`src/rtl/wb_pkg.sv`:
```
// Shared types and default sizing for the writeback select pipeline.
package wb_pkg;

   localparam int unsigned WB_WIDTH = 32;
   localparam int unsigned WB_NSRC  = 3;
   localparam int unsigned WB_AW    = 5;

   typedef enum logic [1:0] {
      EMPTY = 2'd0,
      HALF  = 2'd1,
      FULL  = 2'd2
   } wb_state_e;

endpackage

```
`src/rtl/wb_prio_mux.sv`:
```
// Priority selector: the lowest-index set flag wins; with no flag set, the last
// source (ALU result) is chosen.
module wb_prio_mux #(
   parameter int unsigned WIDTH = 32,
   parameter int unsigned NSRC  = 3
) (
   input  logic [NSRC*WIDTH-1:0] src_data,
   input  logic [NSRC-1:0]       src_sel,
   output logic [WIDTH-1:0]      sel_data
);

   always_comb begin
      sel_data = src_data[(NSRC-1)*WIDTH +: WIDTH];
      // Walk from the highest index down so the lowest set flag is applied last.
      for (int unsigned k = 0; k < NSRC; k++) begin
         if (src_sel[NSRC-1-k]) begin
            sel_data = src_data[(NSRC-1-k)*WIDTH +: WIDTH];
         end
      end
   end

endmodule

```
`src/rtl/wb_select_pipe.sv`:
```
// Writeback source select with a two-entry (output + skid) handshake buffer.
module wb_select_pipe
   import wb_pkg::*;
#(
   parameter int unsigned WIDTH    = WB_WIDTH,
   parameter int unsigned NSRC     = WB_NSRC,
   parameter int unsigned AW       = WB_AW,
   parameter int unsigned ZERO_REG = 1
) (
   input  logic                  clk,
   input  logic                  rst,
   input  logic                  in_valid,
   output logic                  in_ready,
   input  logic [NSRC*WIDTH-1:0] src_data,
   input  logic [NSRC-1:0]       src_sel,
   input  logic [AW-1:0]         in_addr,
   input  logic                  in_float,
   output logic                  out_valid,
   input  logic                  out_ready,
   output logic [WIDTH-1:0]      out_data,
   output logic [AW-1:0]         out_addr,
   output logic                  out_float,
   output logic                  out_we
);

   wb_state_e        state_q, state_d;
   logic [WIDTH-1:0] out_data_q, out_data_d, skid_data_q, skid_data_d;
   logic [AW-1:0]    out_addr_q, out_addr_d, skid_addr_q, skid_addr_d;
   logic             out_float_q, out_float_d, skid_float_q, skid_float_d;
   logic             out_we_q, out_we_d, skid_we_q, skid_we_d;

   logic [WIDTH-1:0] sel_data;
   logic             new_we;
   logic             accept, drain;

   wb_prio_mux #(
      .WIDTH (WIDTH),
      .NSRC  (NSRC)
   ) u_mux (
      .src_data (src_data),
      .src_sel  (src_sel),
      .sel_data (sel_data)
   );

   assign in_ready  = (state_q != FULL);
   assign out_valid = (state_q != EMPTY);
   assign accept    = in_valid & in_ready;
   assign drain     = out_valid & out_ready;
   assign new_we    = !((ZERO_REG != 0) && !in_float && (in_addr == '0));

   assign out_data  = out_data_q;
   assign out_addr  = out_addr_q;
   assign out_float = out_float_q;
   assign out_we    = out_we_q;

   always_comb begin
      state_d      = state_q;
      out_data_d   = out_data_q;
      out_addr_d   = out_addr_q;
      out_float_d  = out_float_q;
      out_we_d     = out_we_q;
      skid_data_d  = skid_data_q;
      skid_addr_d  = skid_addr_q;
      skid_float_d = skid_float_q;
      skid_we_d    = skid_we_q;
      unique case (state_q)
         EMPTY: begin
            if (accept) begin
               out_data_d  = sel_data;
               out_addr_d  = in_addr;
               out_float_d = in_float;
               out_we_d    = new_we;
               state_d     = HALF;
            end
         end
         HALF: begin
            if (accept && drain) begin
               out_data_d  = sel_data;
               out_addr_d  = in_addr;
               out_float_d = in_float;
               out_we_d    = new_we;
            end else if (accept) begin
               skid_data_d  = sel_data;
               skid_addr_d  = in_addr;
               skid_float_d = in_float;
               skid_we_d    = new_we;
               state_d      = FULL;
            end else if (drain) begin
               state_d = EMPTY;
            end
         end
         FULL: begin
            if (drain) begin
               out_data_d  = skid_data_q;
               out_addr_d  = skid_addr_q;
               out_float_d = skid_float_q;
               out_we_d    = skid_we_q;
               state_d     = HALF;
            end
         end
         default: state_d = EMPTY;
      endcase
   end

   always_ff @(posedge clk) begin
      if (rst) begin
         state_q      <= EMPTY;
         out_data_q   <= '0;
         out_addr_q   <= '0;
         out_float_q  <= 1'b0;
         out_we_q     <= 1'b0;
         skid_data_q  <= '0;
         skid_addr_q  <= '0;
         skid_float_q <= 1'b0;
         skid_we_q    <= 1'b0;
      end else begin
         state_q      <= state_d;
         out_data_q   <= out_data_d;
         out_addr_q   <= out_addr_d;
         out_float_q  <= out_float_d;
         out_we_q     <= out_we_d;
         skid_data_q  <= skid_data_d;
         skid_addr_q  <= skid_addr_d;
         skid_float_q <= skid_float_d;
         skid_we_q    <= skid_we_d;
      end
   end

endmodule

```
`config.mk`:
```
export PLATFORM = sky130hd
export DESIGN_NAME = wb_select_pipe
export DESIGN_NICKNAME = d
export VERILOG_FILES = /design/src/rtl/wb_pkg.sv /design/src/rtl/wb_prio_mux.sv /design/src/rtl/wb_select_pipe.sv
export SDC_FILE = /design/constraint.sdc
export NUM_CORES = 1
export LEC_CHECK = 0
export ABC_AREA = 1
export CAP_MARGIN = 20
export CORE_MARGIN = 2
export CORE_UTILIZATION = 45
export CTS_CLUSTER_DIAMETER = 100
export CTS_CLUSTER_SIZE = 24
export DETAILED_ROUTE_END_ITERATION = 7
export PLACE_DENSITY = 0.8
export REMOVE_ABC_BUFFERS = 1
export SLEW_MARGIN = 20
export SYNTH_ARGS = -nofsm -noshare
export SYNTH_HDL_FRONTEND = slang
export SYNTH_SLANG_ARGS = --single-unit
```
`constraint.sdc`:
```
create_clock -name clk -period 1.64 [get_ports clk]
set_input_delay 0.328 -clock clk [delete_from_list [all_inputs] [get_ports clk]]
set_output_delay 0.328 -clock clk [all_outputs]
set_load 0.02 [all_outputs]
```
# Word level (Yosys, flattened, before mapping)
# Index checks and enable logic that the tools add are counted.
[op_classes]
n_eq_ne = 8
mux = 24
n_bitwise = 3
n_reduce_logical = 11
[op_table]
columns = ["op", "count"]
rows = [
  ["$mux 32", 5],
  ["$pmux 32 s3", 1],
  ["$mux 5", 3],
  ["$pmux 5 s3", 1],
  ["$mux 2", 5],
  ["$ne 2x2->1 const B", 5],
  ["$reduce_and 4->1", 2],
  ["$mux 1", 6],
  ["$pmux 1 s3", 2],
  ["$pmux 2 s3", 1],
  ["$logic_not 5->1", 1],
  ["$ne 3x3->1 const B", 1],
  ["$reduce_and 3->1", 1],
  ["$reduce_bool 3->1", 1],
  ["$and 1x1->1", 2],
  ["$eq 2x1->1 const B", 1],
  ["$eq 2x2->1 const B", 1],
  ["$logic_and 1x1->1", 2],
  ["$logic_not 1->1", 2],
  ["$logic_not 2->1", 1],
  ["$reduce_bool 2->1", 1],
  ["$not 1->1", 1],
]
[totals]
regBits = 80
inputBits = 109
output_inout_bits = 41
wordCells = 55

# Depth between registers and ports, before layout
# Gate-level depths: netlist (run 1).
[depth]
ltp_word = 6
ltp_mapped = 9
mapped_depth_nobuf = 8

# Cells and area by module
# From an unflattened synthesis (run 1), not the netlist that was laid out.
[unflattened]
hier_cells = 768
hier_area_um2 = 4524.3
[modules_own_cells]
columns = ["mod", "instances", "cells_each", "area_each_um2", "seq_area_each_um2"]
rows = [
  ["wb_select_pipe", 1, 528, 3518.4, 1601.5],
  ["wb_prio_mux", 1, 240, 1006.0, 0.0],
]

# Worst setup path after synthesis (run 1)
# Ideal clock, no wire load.
[synth_path]
path_type = "reg-to-output"
start = "reg state_q[0]"
end = "out in_ready"
arrival_time_ns = 0.842
required_ns = 1.312
path_slack_ns = 0.470
stages_incl_launch_ff = 5
path_buffers = 2
path_cell_list = "dfxtp_1 > inv_2 > nand2_1 > buf_6 > buf_4"
[synth_between]
elab_chain_cells = 1
[synth_lines]
columns = ["item", "line_no", "source"]
rows = [
  ["start, declared", "wb_select_pipe.sv:26", "wb_state_e state_q, state_d;"],
  ["start signal, assigned", "wb_select_pipe.sv:117", "state_q <= state_d;"],
  ["$ne 2x2->1", "wb_select_pipe.sv:45", "assign in_ready = (state_q != FULL);"],
  ["end, declared", "wb_select_pipe.sv:13", "output logic in_ready,"],
]
# No other way between the ends.

# Worst setup path after layout (run 1)
[layout_path]
start = "reg out_data_q[25], in the netlist out_data[25]"
end = "out out_data[25]"
[layout_lines]
columns = ["item", "line_no", "source"]
rows = [
  ["start, declared", "wb_select_pipe.sv:27", "logic [WIDTH-1:0] out_data_q, out_data_d, skid_data_q, skid_data_d;"],
  ["start signal, assigned", "wb_select_pipe.sv:118", "out_data_q <= out_data_d;"],
  ["end, declared", "wb_select_pipe.sv:20", "output logic [WIDTH-1:0] out_data,"],
]
# No word-level cell between the ends.

==> results of run 1 <==
==> how the worst max path moves through the flow <==
stage	start	endpoint	slack, ps	cells past startpoint
2_1_floorplan	state_q[0]	out_addr[0]	-1300	7
3_3_place_gp	in_valid	out_data[6]	-90	9
3_5_place_dp	in_valid	out_data[30]	-120	9
4_1_cts	out_data[27]	out_data[27]	5	1
5_1_grt	out_data[25]	out_data[25]	1	1
6_report	out_data[25]	out_data[25]	30	1
==> metrics by stage <==
stage,util,power (mW),worst slack [ps],area (µm²)
4_1_cts,0.653,4.99,4.55,6390
3_5_place_dp,0.636,3.56,-117,6210
6_report,0.659,4.94,28.7,6440
5_1_grt,0.659,5.22,1.23,6440
2_1_floorplan,-,2.86,-1300,4260
3_3_place_gp,0.636,3.54,-94.2,6210
==> cells in the final DEF (no fill, tap or decap), types with 13 or more instances in the layout <==
master	count
a21oi_1	73
buf_4	13
clkdlybuf4s50_1	107
dfxtp_1	79
dlygate4sd2_1	17
dlymetal6s2s_1	21
inv_1	105
nand2_1	230
nand3_1	67
nor2_1	112
or2_2	29
==> power by group <==
part           switching (mW)  internal, mW
Clock                   0.725         0.743
Sequential             0.0547          2.08
Combinational           0.684         0.645
Total                    1.46          3.47
==> timing repair <==
action / CTS / global route
hold buffers: 0 / 0
gates cloned: 0 / 0
hold endpoints to repair: 0 / 0
endpoints found under the setup margin: 19 / 23
gates resized for setup: 19 / 24
==> metal layers <==
layer / track usage / share of wire / vias up
li1: - / - / 2562
met1: 0.262 / 0.46 / 2059
met2: 0.365 / 0.47 / 129
met3: 0.0539 / 0.062 / 15
met4: 0.0637 / 0.013 / 0
met5: 0 / 0 / -
==> synth_stat cells (all sizes together) <==
cell    number
buf         26
or2         32
nand4        1
inv        107
o21ai        7
a211oi       1
nand3       67
dfxtp       80
nor2       112
clkbuf      18
a21oi       73
nand2      232
==> registers in the layout (all words and copies together), names as in the netlist <==
register	flops
out_addr	5
out_data	32
out_float	1
out_we	1
skid_addr_q	5
skid_data_q	32
skid_float_q	1
skid_we_q	1
state_q	2
==> layout make-up <==
type / count / area [µm²]
Timing Repair Buffer: 171 / 1810
Multi-Input combinational cell: 525 / 2270
Fill cell: 883 / 3330
Inverter: 107 / 402
Sequential cell: 80 / 1600
Clock buffer: 11 / 141
Clock inverter: 5 / 56.3
Tap cell: 133 / 166
==> cell families (layout without fill, tap and decap cells) <==
family	count (synthesis)	after routing
flip-flops	80	80
buffers and inverters	151	294
AO/OA/AOI/OAI	81	81
AND/OR/NAND/NOR	444	444
==> summary.txt, run 1 <==
Yosys
  • Synth top area share: 0.353
  • Yosys reg bits: 80
  • Post-Syn Area: 4530 µm²
  • YS warnings: 0
  • Main area contributors after synthesis: dfxtp_1, nand2_1, nor2_1
  • Synth Area in Simple Gates: 0.407
  • Syn_area_per_cell: roughly 6 µm²
  • Multiplexer area fraction after synthesis: 0
  • Sequential area share after synthesis: 0.353
  • Yosys top cell by area: dfxtp_1
  • Xor/xnor cell area share of the yosys netlist: 0
  • Largest family of logic cells by synthesized area: simple AND/OR/NAND/NOR gates
  • Yosys cell types: 19
  • Synth Area in Adders: 0
  • Mapped Cells: between 700 and 800
  • Post-synthesis compound-gate area fraction: 0.0908

Global routing
  • Gr usage total: 0.213
  • Vias in the first global route: ~4,300
  • First-pass GRT wire length: 19,200 µm
  • Antenna violations before repair: 0
  • Gr ovfl total: 0
  • Largest net degree at the start of global routing: 49

Placed design
  • GPL Wtd Cong: 0.777
  • Cell count after placement: roughly 1,000
  • Port buffer count: 148
  • Detailed placer's ending HPWL: 8020 µm

Job
  • Max cap viols: 0

Routing
  • Number of DRC markers in iteration 0: between 100 and 150
  • Routed Antenna Nets: 0
  • Remaining design rule violation count: 0
  • Drt first pass iters: 4
  • Final WL: between 10,000 and 15,000 µm
  • Wirelength per Cell: ~11 µm
  • Via count: around 4,800
  • Via/cell ratio: 4.62

Worst setup path
  • Buf+Inv Stages, Crit Path: 1
  • Reg-to-reg setup timing slack: approximately 260 ps
  • CP max stage delay: ~610 ps
  • R2R depth: 8
  • RR Startpoint: state_q[0]
  • Critical path cell sequence: clkdlybuf4s50_1
  • CP Max Fanout: 2
  • CP max-delay cell: clkdlybuf4s50_1
  • R2R Path End: out_data[29]
  • Worst path required time: around 1300 ps
  • Setup Crit Path Kind: reg2out
  • Crit path arrival time: 1280 ps
  • CP delay by family, top: buffers and inverters
  • CP startpoint kind: flip-flop
  • Critical path endpoint category: output pin

Hold path
  • Hold EP: out_addr[0]
  • Hold path depth: 3
  • Min-delay worst type: in2reg
  • Launch point of the worst hold path: rst

Clocking
  • Num CTS Buffers: 9
  • Setup Fix Bufs, Post-CTS: 0
  • Clk sink count: 80
  • TritonCTS clock tree: yes
  • Clock Pin Slew Worst Setup and Hold Paths: 80 ps
  • Htree depth: 3
  • Root Buffer: clkbuf_8
  • Clock Path Buffers: 2
  • Skew-Pair Late Insertion Delay: 350 ps

Floorplanning
  • Row count: 36
  • CORE AREA: 9770 µm²
  • Die Area: about 11,000 µm²
  • Die W: about 100 µm
  • Die height: approximately 100 µm
  • Num ports: 150
  • Initial core utilization: 0.464

STA
  • Final worst path period share: 0.982
  • Setup violations, final: 0
  • Final min period: about 1600 ps
  • Smallest hold slack: between 400 and 500 ps
  • Count of final hold-check violations: 0
  • Max Clk Rate: between 0.6 and 0.7 GHz
  • Worst Skew: 6.72 ps
  • Setup TNS: 0 ps
  • Worst slew pin tran: between 200 and 300 ps
  • Worst slew margin relative to its limit: 0.817
  • RSZ-0062 raised after global routing: false
  • Final Max Tran Viols: 0

Status
  • Status: finished, final reports clean

Finish
  • Fin nets: 1,003
  • Antenna Cells: 0
  • Area Overhead vs Synth: 42.1%
  • Layout cells sized above 1: 0.0834
  • Layout Cells excl Fill: between 1,000 and 1,500

Power and ir drop
  • Max VDD drop: between 0.4 and 0.5 mV
  • Leak pwr: around 3.5 nW
  • P per Cell Area: about 770 nW/µm²
Note: power is estimated with default switching activity, not from simulation.
==> run 2, diff against run 1 <==
==> constraint.sdc (replaced) <==
create_clock -name clk -period 1.6 [get_ports clk]
set_input_delay 0.32 -clock clk [delete_from_list [all_inputs] [get_ports clk]]
set_output_delay 0.32 -clock clk [all_outputs]
set_load 0.02 [all_outputs]
==> summary.txt, run 2 (same netlist as run 1, synthesis figures left out) <==
Status
  • Status: finished, final reports clean

STA
  • Final worst setup slack: 104 ps (+75.3 ps)
  • RSZ-0062 raised after global routing: false
  • Setup violations, final: 0 (unchanged)
  • Worst Skew: 10.7 ps (+4.03 ps)
  • Final worst path period share: 0.935
  • Worst slew margin relative to its limit: 0.786 (-0.0309)
  • Max Clk Rate: approximately 0.67 GHz
  • Worst slew pin tran: 320 ps (+46.8 ps)
  • Final min period: 1500 ps
  • Count of final hold-check violations: 0 (unchanged)
  • Final Max Tran Viols: 0 (unchanged)

Floorplanning
  • Num ports: 150 (unchanged)
  • Initial core utilization: 0.464 (unchanged)
  • Die Area: 10,900 µm² (unchanged)
  • CORE AREA: 9770 µm² (unchanged)
  • Die height: 104 µm (unchanged)
  • Die W: 104 µm (unchanged)
  • Row count: 36 (unchanged)

Clocking
  • Num CTS Buffers: 9 (unchanged)
  • Clk sink count: 80 (unchanged)
  • Root Buffer: clkbuf_8
  • Htree depth: 3 (unchanged)
  • Skew-Pair Late Insertion Delay: 340 ps (about the same)
  • Clock Path Buffers: 2 (unchanged)
  • Clock Pin Slew Worst Setup and Hold Paths: 90 ps (about the same)
  • TritonCTS clock tree: yes

Power and ir drop
  • Max VDD drop: 0.363 mV (-22%)
  • Leak pwr: 3.26 nW (-6.4%)
  • P per Cell Area: 809 nW/µm² (+5.7%)

Finish
  • Area Overhead vs Synth: 41.2%
  • Fin nets: 1,007 (+0.40%)
  • Antenna Cells: 0 (unchanged)
  • Layout cells sized above 1: 0.0897 (+0.00627)
  • Most common cell after layout, fill and taps aside: nand2_1
  • Commonest non-fill, non-tap cells in the layout: nand2_1, nor2_1, clkdlybuf4s50_1, inv_1, dfxtp_1
  • Core Util, Final: 0.655 (-0.00422)
  • Layout Cells excl Fill: 1,036 (+0.39%)

Global routing
  • Antenna violations before repair: 0 (unchanged)
  • GRT met3 Usage: 0.0464 (-0.00752)
  • Met1 Track Usage GR: 0.259 (-0.00283)
  • Gr ovfl total: 0 (unchanged)
  • Gr usage total: 0.214 (+0.000935)
  • First-pass GRT wire length: 19,300 µm (+0.50%)
  • Top Usage Layer GRT: met2
  • Vias in the first global route: 4,317 (+0.40%)
  • Met2 Usage GRT: 0.380 (+0.0154)
  • Largest net degree at the start of global routing: 41 (-16%)

Placed design
  • Cell count after placement: 1,020 (+0.39%)
  • Post-Place Worst Slack: -80.8 ps (+35.8 ps)
  • GPL Wtd Cong: 0.782 (+0.53%)
  • Detailed placer's ending HPWL: 8090 µm (+0.84%)
  • Port buffer count: 148 (unchanged)

Worst setup path
  • Worst path required time: 1280 ps (-30 ps)
  • CP Max Fanout: 4 (+2)
  • CP startpoint kind: flip-flop
  • Crit path arrival time: 1180 ps (-100 ps)
  • Critical path endpoint category: output pin
  • Setup Crit Path Kind: reg2out

Routing
  • Wirelength per Cell: 10.9 µm (-2.2%)
  • Number of DRC markers in iteration 0: 166 (+42%)
  • Via count: 4,711 (-1.1%)
  • Via/cell ratio: 4.55 (-1.5%)
  • Drt first pass iters: 4 (unchanged)
  • Routed Antenna Nets: 0 (unchanged)
  • Remaining design rule violation count: 0 (unchanged)
  • Final WL: 11,300 µm (-1.8%)

Hold path
  • Min-delay worst type: in2reg

Job
  • Max cap viols: 0 (unchanged)
-- run 2: cell count changes in the layout (fill, tap and decap cells not counted) --
| cell | previous run | this run |
|---|---|---|
| clkinvlp_4 | 1 | 3 |
| clkinv_2 | 2 | 1 |
| clkdlybuf4s15_1 | 2 | 1 |
| buf_4 | 13 | 17 |
| dlygate4sd2_1 | 17 | 39 |
| buf_6 | 0 | 1 |
| clkbuf_2 | 0 | 1 |
| buf_12 | 10 | 9 |
| clkdlybuf4s50_1 | 107 | 106 |
| bufinv_16 | 1 | 2 |
| dlymetal6s2s_1 | 21 | 0 |
| clkbuf_1 | 1 | 0 |
| clkbuf_8 | 10 | 9 |
-- run 2: worst paths after layout --
kind	startpoint	slack (ps)	cells past startpoint	endpoint
worst min-delay path	rst	400	3	out_addr[2]
worst max-delay path	state_q[1]	100	3	out_valid
worst max register to register	state_q[0]	220	8	out_addr[4]
worst min register to register	out_addr[2]	460	2	out_addr[2]
-- run 2: worst max-delay path, stage by stage, from the launching register on --
cell and delay [ps]:
dfxtp_2 370, inv_1 100, nand2_1 80, clkdlybuf4s15_1 290
-- run 2: layout make-up --
class	count	area, µm²
clock inverter	7	96.3
sequential	80	1600
tap	133	166
multi-input combinational	525	2270
clock buffer	9	124
inverter	107	402
fill	933	3370
timing repair buffer	175	1740
-- run 2: timing repair --
| action | in CTS | in global routing |
|---|---|---|
| hold endpoints to repair | 0 | 0 |
| setup endpoints to repair | 41 | 4 |
| buffers inserted | 0 | 0 |
| hold buffers | 0 | 0 |
| resized for setup | 43 | 3 |
-- run 2: stage by stage --
stage / hold WS (ps) / power (mW) / instance area [µm²] / setup TNS (ps)
final: 398 / 5.18 / 6400 / 0
after global routing: 413 / 5.49 / 6400 / 0
after CTS: 392 / 5.24 / 6400 / 0
after detailed placement: 453 / 3.66 / 6230 / -3880
after global placement: 451 / 3.64 / 6230 / -4290
after floorplan: 389 / 2.93 / 4260 / -61050
-- run 2: report_power, final --
group	switching, mW	internal, mW
combinational	0.698	0.643
sequential	0.0550	2.14
clock	0.770	0.879
-- run 2: routing by layer --
| metal | wire length [µm] | up-vias |
|---|---|---|
| met5 | 0 | - |
| met4 | 138 | 0 |
| met3 | 755 | 12 |
| met2 | 5280 | 132 |
| met1 | 5130 | 1996 |
| li1 | - | 2571 |
==> run 3, diff against run 2 <==
--- a/config.mk
+++ b/config.mk
@@ -9,7 +9,7 @@
 export CAP_MARGIN = 20
 export CORE_MARGIN = 2
 export CORE_UTILIZATION = 45
-export CTS_CLUSTER_DIAMETER = 100
+export CTS_BUF_LIST = sky130_fd_sc_hd__clkbuf_4 sky130_fd_sc_hd__clkbuf_8
 export CTS_CLUSTER_SIZE = 24
 export DETAILED_ROUTE_END_ITERATION = 7
 export PLACE_DENSITY = 0.8
==> results of run 3 <==
Final layout, timing and power as in run 2 (identical DEF).
